## src/rtl/dmem_arbiter.sv

```systemverilog
// Two-port req/ack arbiter and access sequencer for the single-port data memory.
// Build option: define DMEM_ARB_RR_EN for round-robin arbitration (fixed port-0 priority otherwise).
module dmem_arbiter #(
  parameter int MemSize = 20
) (
  input  logic        Clk,
  input  logic        Rst_n,
  input  logic        Req0,
  input  logic        Req1,
  input  logic        We0,
  input  logic        We1,
  input  logic [63:0] Addr0,
  input  logic [63:0] Addr1,
  input  logic [63:0] WData0,
  input  logic [63:0] WData1,
  output logic        Ack0,
  output logic        Ack1,
  output logic [63:0] RData0,
  output logic [63:0] RData1,
  output logic        Err0,
  output logic        Err1,
  output logic        MemEn,
  output logic        MemWe,
  output logic [63:0] MemAddr,
  output logic [63:0] MemWData,
  input  logic [63:0] MemRData,
  output logic        Busy
);

  // Handshake: a requester holds Req/We/Addr/WData stable until its one-cycle
  // Ack; a request is taken only in IDLE, and Ack fires even if Req drops after the grant.
  typedef enum logic [1:0] {
    IDLE   = 2'd0,
    ACCESS = 2'd1,
    RESP   = 2'd2
  } state_t;

  localparam logic [63:0] Limit = 64'(MemSize);

  state_t      state, state_next;
  logic        win_q, we_q, err_q;
  logic [63:0] addr_q, wdata_q;
  logic        grant, grant_id;
  logic        in_range;
  logic [63:0] rdata;

  assign grant    = (state == IDLE) && (Req0 || Req1);
  assign in_range = addr_q < Limit;

`ifdef DMEM_ARB_RR_EN
  logic rr_ptr;

  // Pointer names the port preferred on a tie and flips away from each winner.
  always_ff @(posedge Clk or negedge Rst_n) begin
    if (!Rst_n)     rr_ptr <= 1'b0;
    else if (grant) rr_ptr <= ~grant_id;
  end

  always_comb begin
    grant_id = 1'b0;
    if (Req0 && Req1) grant_id = rr_ptr;
    else              grant_id = Req1;
  end
`else
  always_comb begin
    grant_id = ~Req0;
  end
`endif

  always_ff @(posedge Clk or negedge Rst_n) begin
    if (!Rst_n) begin
      state   <= IDLE;
      win_q   <= 1'b0;
      we_q    <= 1'b0;
      err_q   <= 1'b0;
      addr_q  <= '0;
      wdata_q <= '0;
    end else begin
      state <= state_next;
      if (grant) begin
        win_q   <= grant_id;
        we_q    <= grant_id ? We1 : We0;
        addr_q  <= grant_id ? Addr1 : Addr0;
        wdata_q <= grant_id ? WData1 : WData0;
      end
      if (state == ACCESS) err_q <= ~in_range;
    end
  end

  always_comb begin
    state_next = state;
    Ack0       = 1'b0;
    Ack1       = 1'b0;
    RData0     = '0;
    RData1     = '0;
    Err0       = 1'b0;
    Err1       = 1'b0;
    MemEn      = 1'b0;
    MemWe      = 1'b0;
    MemAddr    = '0;
    MemWData   = '0;
    rdata      = (!we_q && !err_q) ? MemRData : '0;
    case (state)
      IDLE: begin
        if (grant) state_next = ACCESS;
      end
      ACCESS: begin
        if (in_range) begin
          MemEn    = 1'b1;
          MemWe    = we_q;
          MemAddr  = addr_q;
          MemWData = wdata_q;
        end
        state_next = RESP;
      end
      RESP: begin
        if (win_q) begin
          Ack1   = 1'b1;
          RData1 = rdata;
          Err1   = err_q;
        end else begin
          Ack0   = 1'b1;
          RData0 = rdata;
          Err0   = err_q;
        end
        state_next = IDLE;
      end
      default: state_next = IDLE;
    endcase
  end

  assign Busy = (state != IDLE);

endmodule
```

## config.mk

```make
export PLATFORM = sky130hd
export DESIGN_NAME = dmem_arbiter
export DESIGN_NICKNAME = d
export VERILOG_FILES = /design/src/rtl/dmem_arbiter.sv
export SDC_FILE = /design/constraint.sdc
export NUM_CORES = 1
export LEC_CHECK = 0
export BUFFER_PORTS_ARGS = -buffer_cell sky130_fd_sc_hd__buf_4
export CAP_MARGIN = 10
export CORE_AREA = 2 2 231 233
export CTS_BUF_LIST = sky130_fd_sc_hd__clkbuf_8 sky130_fd_sc_hd__clkbuf_16
export CTS_CLUSTER_SIZE = 14
export DETAILED_ROUTE_END_ITERATION = 16
export DIE_AREA = 0 0 233 235
export GPL_TIMING_DRIVEN = 1
export PLACE_DENSITY = 0.38
export SETUP_SLACK_MARGIN = 0.02
export SLEW_MARGIN = 20
export SYNTH_ARGS = -nofsm -noshare
export SYNTH_HDL_FRONTEND = slang
export SYNTH_SLANG_ARGS = --single-unit
```

## constraint.sdc

```tcl
create_clock -name Clk -period 1.5 [get_ports Clk]
set_input_delay 0 -clock Clk [delete_from_list [all_inputs] [get_ports Clk]]
set_output_delay 0 -clock Clk [all_outputs]
set_load 0.1 [all_outputs]
```

== Yosys cells after proc, flatten, opt, wreduce, memory -nomap -nowiden ==
Index checks and enable logic that the tools add are counted.

* Multiplexer cells: 26
* Equal/unequal tests: 3
* Reductions and logical operators: 7
* Bitwise logic cells: 2
* $lt $le $gt $ge: 1

{| class="wikitable"
|+ Operators with widths
! operator !! number
|-
| $mux W64 || 11
|-
| $lt A64 B5 Y1 const B || 1
|-
| $mux W1 || 13
|-
| $pmux W2 S2 || 1
|-
| $eq A2 B1 Y1 const B || 1
|-
| $eq A2 B2 Y1 const B || 1
|-
| $logic_and A1 B1 Y1 || 2
|-
| $logic_not A1 Y1 || 2
|-
| $logic_not A2 Y1 || 1
|-
| $mux W2 || 1
|-
| $ne A2 B2 Y1 const B || 1
|-
| $not A1 Y1 || 2
|-
| $reduce_bool A2 Y1 || 1
|-
| $logic_or A1 B1 Y1 || 1
|}

* Output and inout bits: 263
* Input port bits: 326
* Register bits: 133
* Word-level logic and storage cells: 45

== Logic depth before layout (Yosys ltp) ==
Gate-level depths: netlist of the first run.

* Depth in word-level cells: 5
* Gate-level depth with buffers: 7
* Depth with buffers taken out: 4

== Least setup slack after synthesis of the first run ==
Ideal clock, no wire load.

* Path type: reg2out
* From: reg addr_q[63]
* To: out MemWe
* Path slack: -1.815 ns
* Data arrival time: 3.315 ns
* Stages on the path, launching flop included: 6
* Data required time: 1.500 ns
* Path buffers: 1
* Cells stage by stage: dfrtp_1 > nor4_1 > nand4_1 > or3_1 > buf_6 > nor3_1

* Word-level cells in the longest chain between the ends: 3

{| class="wikitable"
|+ Ends and longest elaborated chain
! element !! RTL line !! text
|-
| start, declared || 42 || <nowiki>logic [63:0] addr_q, wdata_q;</nowiki>
|-
| start signal, assigned || 83 || <nowiki>addr_q <= grant_id ? Addr1 : Addr0;</nowiki>
|-
| $lt A64 B5 Y1 || 48 || <nowiki>assign in_range = addr_q < Limit;</nowiki>
|-
| $mux W1 || 108 || <nowiki>if (in_range) begin</nowiki>
|-
| $mux W1 || 103 || <nowiki>case (state)</nowiki>
|-
| end, declared || 23 || <nowiki>output logic MemWe,</nowiki>
|}

No other way between the ends.

== Worst setup path in the final report of the first run ==
* From: reg addr_q[31]
* To: out MemWData[57]

* Word-level cells in the longest chain between the ends: 3

{| class="wikitable"
|+ Ends and longest elaborated chain
! element !! RTL line !! text
|-
| $lt A64 B5 Y1 || 48 ||
|-
| $mux W64 || 108 ||
|-
| $mux W64 || 103 ||
|-
| end, declared || 25 || <nowiki>output logic [63:0] MemWData,</nowiki>
|}

No other way between the ends.

==> flow_results.org, run 1 <==
** Power
- The internal portion of the total power is 0.0125 W.
- For this design the total switching power over the nets is 0.00798 W.
- Of the total power, the clock network draws 0.207.
- The share of total power dissipated in combinational logic is 0.478.
- Reg power frac :: 0.315
- Across the VDD grid, the largest voltage drop is 0.710 mV.
- PwrDens :: 1020 nW/um^2
- Switching share of power :: 0.390
- In this run the static leakage power is 9.15 nW.

** Final layout
- Final-stage net count :: 2,121
- Area growth, synth to finish :: 135%
- The filler cells instantiated in the layout total 5,156.
- Util after Layout :: 0.386
- The library cell used most frequently in the layout, excluding fill and tap cells, is sky130_fd_sc_hd__buf_4.
- Ratio of cells with drive above 1 in the final layout :: 0.483
- In the layout the commonest cells are sky130_fd_sc_hd__buf_4, sky130_fd_sc_hd__dlygate4sd3_1, sky130_fd_sc_hd__buf_12, sky130_fd_sc_hd__dfrtp_1, sky130_fd_sc_hd__a21oi_1.
- Ant. Diodes :: 0

** Global route
- Wire length of the first global-routing pass :: 63.7 mm
- Vias in the first global route :: 10.5k
- The initial antenna violation count was 0.
- Entering global routing, the biggest net connects 67 pins.
- Summed over all layers, the global routing overflow is 0.
- Met1 Usage GRT :: 0.166
- Global-route met2 utilization :: 0.308
- Highest-utilization routing layer at the global route stage :: met2
- Met3 demand-to-capacity share in global routing :: 0.0317
- Tot GR Track Use :: 0.156

** Setup path
- Critical path required time :: 1.50 ns
- Crit path launch type :: register
- The number of buffers and inverters on the critical path is 2.
- STA classifies the critical path endpoint as an output pin.
- The most critical setup path has its startpoint at addr_q[31]$_DFFE_PN0P_.
- Crit path kind :: register to output pin
- Highest net fanout along the worst path :: 23
- In this run the critical register-to-register path is launched from addr_q[31]$_DFFE_PN0P_.
- Crit path max-delay family :: simple AND/OR/NAND/NOR gates
- For this run, the slowest stage of the critical path takes 0.49 ns.
- For the worst setup path, the data arrival time is 2.56 ns.
- Slowest library cell on the worst path :: sky130_fd_sc_hd__or3_4
- The signal on the critical path passes through nor4_4 > nand4_1 > or3_4 > buf_12 > nor3_2 > buf_6.

** Floorplan
- Horizontal die dimension :: 233 microns
- Initial core utilization :: 0.165
- Number of top-level design ports :: 589
- Number of rows created at floorplan :: 84
- Die outline area :: 54,800 sq um
- Die Y-Extent :: 235 microns
- The floorplan step defined a core boundary enclosing 52,200 sq um.

** Clocking
- Clock net sink count :: 133
- Clock root buffer :: sky130_fd_sc_hd__clkbuf_16
- Clock tree synthesis inserted a total of 17 buffers.
- Clock-pin slew on the worst setup and hold paths :: 0.06 ns
- Clock latency on the worst-skew pair :: 0.45 ns
- The clock passes through at most 2 buffers.
- The H-tree was split into 4 levels.
- TritonCTS built the clock tree.

** STA
- Upper clock frequency limit :: 391 MHz
- Worst rel slew slack :: 0.657
- Setup repair after global routing could not meet its margin everywhere.
- Setup total negative slack on the finished layout was measured at -141.55 ns.
- Worst slew pin tran :: 0.501 ns
- Dividing the final minimum period by the clock period gives 1.70.
- Count of final hold-check violations :: 0
- The final max-slew violation count is 0.
- Between clock sinks in the finished design, the worst skew comes to 0.00351 ns.
- Setup violations remaining at the end of the flow were counted as 305.
- Least setup slack across all paths after layout :: -1.06 ns
- The worst path in the final design needs a cycle of 2.56 ns, including I/O delays and setup.

** Logic synthesis
- Counting flops and latches in the post-synthesis netlist gives 133.
- The largest total area in the synthesized netlist belongs to sky130_fd_sc_hd__dfrtp_1.
- Of the synthesized area, sequential elements account for 0.387.
- For this run, the number of Yosys warnings is 0.
- After synthesis the cells add up to 8600 sq um.
- Synthesis produced a netlist whose cell count is 972.
- Biggest area contributors in the synthesized netlist :: sky130_fd_sc_hd__dfrtp_1, sky130_fd_sc_hd__mux2i_1, sky130_fd_sc_hd__and3_1
- Yosys top cell area share :: 0.387
- In this run, distinct cell masters in the synthesized netlist total 27.
- Mean post-synth cell area :: 8.85 sq um

** Drt
- Dividing the detail-routed wire length by the instance count gives 17.7 microns.
- The first detailed-routing pass ran for 4 iterations.
- Sum of routed wire length over all layers :: 44.2 mm
- Routed Antenna Nets :: 0
- Dividing the detail-routed via count by the number of cells gives 3.98.
- After detailed routing, the number of remaining DRC violations is 0.
- After the first detailed-routing iteration, the DRC count stood at 309.
- Total via count in the routed design :: 9,943

** Placement
- During placement, the flow inserted port buffers numbering 529.
- The wire-length estimate of the detail-placed layout is 33.9 mm.
- At the end of routability-driven placement, the weighted congestion stood at 0.796.

** Status
- The checks that failed: negative setup slack.
- The flow ran to the end, but the final reports show violations.

** Min path
- The tightest min-delay check is of the primary input to asynchronous set/reset pin type.

** Run
- Across the run, the number of max-cap violations was 0.
worst reg2reg max path: stages (launching register included):
cell and delay [ns]:
sky130_fd_sc_hd__dfrtp_1 0.40, sky130_fd_sc_hd__nor4_4 0.29, sky130_fd_sc_hd__nand4_1 0.19, sky130_fd_sc_hd__or3_4 0.49
sky130_fd_sc_hd__buf_12 0.21, sky130_fd_sc_hd__o22a_1 0.20
state kept, by name (all words and copies together) (netlist names):
signal and count:
we_q 1, win_q 1, addr_q 64, wdata_q 64, state 2, err_q 1
cell families after synthesis:
| logic type | count (synthesis) | synth area share |
|---|---|---|
| buffers and inverters | 218 | 0.132 |
| AND/OR/NAND/NOR | 357 | 0.251 |
| other | 1 | 0.000436 |
| flip-flops | 133 | 0.387 |
| multiplexers | 129 | 0.150 |
| AO/OA/AOI/OAI | 134 | 0.0787 |
power by group through the flow:
| stage | combinational [W] | sequential (W) | clock [W] |
|---|---|---|---|
| after global routing | 0.0107 | 0.00670 | 0.00457 |
| after floorplan | 0.00511 | 0.00611 | 0 |
| final | 0.00978 | 0.00646 | 0.00424 |
| after detailed placement | 0.00819 | 0.00642 | 0 |
| after global placement | 0.00822 | 0.00639 | 0 |
| after CTS | 0.00938 | 0.00643 | 0.00440 |
through the flow:
| step | hold slack (ns) | worst slack [ns] | power, W | cells | cell area, sq um |
|---|---|---|---|---|---|
| finish | 0.0862 | -1.06 | 0.0205 | 2496 | 20200 |
| global route | 0.0679 | -1.20 | 0.0220 | 2496 | 20200 |
| CTS | 0.0642 | -1.11 | 0.0202 | 2488 | 19100 |
| detailed placement | -0.109 | -0.729 | 0.0146 | 2184 | 14700 |
| global placement | -0.110 | -0.679 | 0.0146 | 2184 | 14700 |
| floorplan | -0.296 | -1.08 | 0.0112 | 1030 | 9560 |
per-layer routing:
layer / vias to the layer above / share of wire / routed length, microns
met5: - / 0 / 0
met4: 0 / 0.023 / 1010
met3: 40 / 0.049 / 2140
met2: 356 / 0.56 / 24800
met1: 4691 / 0.37 / 16300
li1: 4856 / - / -
synth_stat cells:
| cell type | n |
|---|---|
| sky130_fd_sc_hd__nor4_1 | 14 |
| sky130_fd_sc_hd__clkbuf_1 | 46 |
| sky130_fd_sc_hd__o21a_1 | 1 |
| sky130_fd_sc_hd__nor3b_1 | 1 |
| sky130_fd_sc_hd__mux2i_1 | 129 |
| sky130_fd_sc_hd__or3_1 | 1 |
| sky130_fd_sc_hd__dfrtp_1 | 133 |
| sky130_fd_sc_hd__nand3_1 | 1 |
| sky130_fd_sc_hd__a21oi_1 | 131 |
| sky130_fd_sc_hd__conb_1 | 1 |
| sky130_fd_sc_hd__nand4_1 | 3 |
| sky130_fd_sc_hd__o22a_1 | 1 |
| sky130_fd_sc_hd__nor2b_1 | 1 |
| sky130_fd_sc_hd__inv_1 | 71 |
| sky130_fd_sc_hd__or2_1 | 1 |
| sky130_fd_sc_hd__buf_1 | 3 |
| sky130_fd_sc_hd__o21ai_0 | 1 |
| sky130_fd_sc_hd__buf_4 | 59 |
| sky130_fd_sc_hd__buf_2 | 31 |
| sky130_fd_sc_hd__nor3_2 | 69 |
| sky130_fd_sc_hd__nand2_1 | 1 |
| sky130_fd_sc_hd__nor2_1 | 132 |
| sky130_fd_sc_hd__nor3_1 | 2 |
| sky130_fd_sc_hd__and3b_1 | 1 |
| sky130_fd_sc_hd__buf_6 | 8 |
| sky130_fd_sc_hd__and2_1 | 2 |
| sky130_fd_sc_hd__and3_1 | 128 |
path summary, 6_finish.rpt:
path                                           end  slack (ns)  depth (start not counted)
setup / recovery                      MemWData[57]       -1.06                          6
hold / removal              addr_q[30]$_DFFE_PN0P_        0.09                          3
setup reg to reg                 err_q$_DFFE_PN0P_       -0.40                          5
hold reg to reg            wdata_q[42]$_DFFE_PN0P_        0.52                          2
max in group asynchronous  wdata_q[54]$_DFFE_PN0P_        1.00                          3
min in group Clk              state[0]$_DFFE_PN0P_        0.14                          3
cell type report:
class	count	area, sq um	area share
Timing Repair Buffer	893	9930	0.492
Inverter	71	267	0.0132
Tap cell	688	861	0.0427
Sequential cell	133	3330	0.165
Multi-Input combinational cell	679	5190	0.257
Clock buffer	22	494	0.0245
Clock inverter	10	105	0.00521
repair_timing:
item / CTS / global route
gates resized for setup: 250 / 209
pin swaps: 23 / 45
hold endpoints to repair: 263 / 0
buffers inserted: 9 / 2
gates cloned: 3 / 10
endpoints found under the setup margin: 269 / 334
hold buffers: 260 / 0
No activity file was read; power rests on OpenSTA's default activity.
==> run 2, diff against run 1 <==
clock period = 2.3 ns   (was 1.5 ns; I/O delays follow)
==> flow_results.org, run 2 (synthesized netlist as in run 1, its figures left out) <==
** Run
- Total of max-cap violations :: 0 (unchanged)

** Drt
- Detailed-route DRC error count :: 0 (unchanged)
- Average detailed-routed wire length per instance :: 16.8 microns (-4.9%)
- Total via count in the routed design :: 9,478 (-4.7%)
- The initial detailed-routing violation count was 356 (+15%).
- Sum of routed wire length over all layers :: 40.8 mm (-7.7%)
- The number of iterations in the first detailed-routing pass was 4 (unchanged).
- The via density per instance was 3.91 (-1.8%).
- Routed Antenna Nets :: 0 (unchanged)

** Final layout
- The post-route cell area came to 17,100 sq um (-15%).
- The largest registers in the layout are addr_q (64), wdata_q (64), state (2).
- Most common cell after layout, fill and taps aside :: sky130_fd_sc_hd__buf_4
- Leading cell types in the layout, fill and taps excluded :: sky130_fd_sc_hd__buf_4, sky130_fd_sc_hd__dlygate4sd3_1, sky130_fd_sc_hd__dfrtp_1, sky130_fd_sc_hd__a21oi_1, sky130_fd_sc_hd__nor2_1
- The fraction of layout cells with a size suffix above 1 came to 0.390 (-0.0934).
- Ant. Diodes :: 0 (unchanged)
- Relative to the synthesized area, the layout overhead comes to 98.5%.
- Final-stage net count :: 2,049 (-3.4%)

** STA
- For the finished layout, the period the worst path requires is 2.48 ns.
- The final worst hold slack came to 0.125 ns (+0.0384 ns).
- The number of failing hold endpoints at the final stage came to 0 (unchanged).
- Unrepaired setup endpoints after global routing :: true
- Dividing the final minimum period by the clock period gives 1.08.
- Final Slew Violations :: 0 (unchanged)
- The setup violation total in the final timing report is 71 (-77%).
- The worst setup margin came to -0.182 ns (+0.875 ns).
- Max Clock Skew :: 0.00701 ns (+0.00350 ns)
- Upper clock frequency limit :: 403 MHz

** Global route
- The initial antenna violation count was 0 (unchanged).
- The overall overflow remaining after global route came to 0 (unchanged).
- Maximum number of pins on one net before global-route repair :: 129 (+93%)
- Wire length of the first global-routing pass :: 59.0 mm (-7.3%)
- The number of global-route vias before repair came to 10.0k (-4.4%).
- The global-route usage over all layers was 0.142 (-0.0133).

** Power
- PwrDens :: 699 nW/um^2 (-31%)
- VDD IR max :: 0.564 mV (-21%)
- Reported leakage power :: 8.59 nW (-6.2%)

** Clocking
- The number of sinks driven by the clock tree came to 133 (unchanged).
- Inserted Clock Buffers :: 17 (unchanged)
- The cell sitting at the root of the clock tree is a sky130_fd_sc_hd__clkbuf_16.
- Clock tree from TritonCTS :: yes
- The clock-pin slew on the worst setup and hold paths came to 0.06 ns (about the same).
- The number of levels the H-tree was split into was 4 (unchanged).
- Number of buffers on the longest clock path :: 2 (unchanged)
- The clock latency at the later pin of the worst-skew pair came to 0.43 ns (-0.02 ns).

** Status
- Run status :: finished with violations
- Violated checks :: negative setup slack

** Placement
- Placed Area :: 13,200 sq um (-10%)
- The placer's final routability congestion estimate is 0.771 (-3.1%).
- Hpwl dp :: 31.5 mm (-7.0%)
- Port bufs :: 529 (unchanged)

** Setup path
- The worst setup path is captured at an output pin.
- Worst-path cell chain :: nor4_4 > nand4_1 > or3_4 > buf_12 > nor3_2 > buf_6
- The maximum fanout count along the critical path came to 48 (+110%).
- The setup path with the least slack is of type register to output pin.
- STA classifies the critical path startpoint as a register.
- The worst endpoint data arrival time came to 2.48 ns (-0.08 ns).
- The largest individual stage delay along the critical path comes from the cell sky130_fd_sc_hd__or3_4.
- Highest cell delay on the worst timing path :: 0.45 ns (-0.04 ns)
- The required time at the worst-slack endpoint is 2.30 ns (+0.80 ns).

** Floorplan
- The height of the die is 235 microns (unchanged).
- The x dimension of the die is 233 microns (unchanged).
- Number of rows created at floorplan :: 84 (unchanged)
- The core outline area came to 52,200 sq um (unchanged).
- Initial core utilization :: 0.165 (unchanged)
- Number of top-level design ports :: 589 (unchanged)
- The die footprint is 54,800 sq um (unchanged).

** Min path
- Worst Hold Class :: primary input to asynchronous set/reset pin
[run 2: changes by cell type in the layout (fill, tap and decap cells not counted), sizes merged]
cell and change:
dlygate4sd3 +2, clkinv +1, buf -69, clkbuf -10
clkinvlp +4
[run 2: what timing repair did]
action                                  CTS  global route
resized for setup                        94            42
endpoints found under the setup margin   71            72
pin swaps                                 1             3
buffers inserted                          0             0
hold endpoints to repair                263             0
hold buffers                            261             0
cloned                                    0             2
[run 2: stage by stage]
step	utilization	std cells	power, W	setup slack, ns	TNS (ns)
after floorplan	-	1030	0.00719	-0.299	-20.80
after global placement	0.253	2129	0.00875	0.181	0
after detailed placement	0.253	2129	0.00875	0.127	0
after CTS	0.322	2422	0.0121	-0.247	-14.46
after global routing	0.327	2424	0.0129	-0.309	-17.85
final	0.327	2424	0.0119	-0.182	-9.04
[run 2: worst paths after layout]
path	slack, ns	endpoint	cells after the start	from
min in group Clk	0.26	win_q$_DFFE_PN0P_	3	Req0
worst min register to register	0.53	wdata_q[35]$_DFFE_PN0P_	2	wdata_q[35]$_DFFE_PN0P_
max in group asynchronous	1.39	addr_q[4]$_DFFE_PN0P_	3	Rst_n
worst min-delay path	0.12	wdata_q[54]$_DFFE_PN0P_	3	Rst_n
worst max register to register	0.45	err_q$_DFFE_PN0P_	6	addr_q[62]$_DFFE_PN0P_
worst max-delay path	-0.18	MemWData[27]	6	addr_q[50]$_DFFE_PN0P_
[run 2: metal layers]
metal / vias to the layer above / share of wire / track usage
met5: - / 0 / 0
met4: 0 / 0.020 / 0.0452
met3: 27 / 0.046 / 0.0265
met2: 330 / 0.54 / 0.269
met1: 4434 / 0.39 / 0.158
li1: 4687 / - / -
[run 2: area by class of cell]
class / count / area, sq um
clock buffers: 17 / 425
flip-flops and latches: 133 / 3330
clock inverters: 15 / 155
repair buffers: 821 / 7460
well taps: 688 / 861
fillers: 5514 / 35200
multi-input cells: 679 / 4580
inverters: 71 / 267
[run 2: critical path, delay by kind of cell, from the launching register on]
kind,cells,cell delay [ns]
simple gates,4,1.13
buf+inv,2,0.50
flops,1,0.40
[run 2: report_power, final]
part	internal, W	switching (W)	total (W)
clock	0.00160	0.00114	0.00274
sequential	0.00350	0.000744	0.00425
combinational	0.00190	0.00306	0.00496
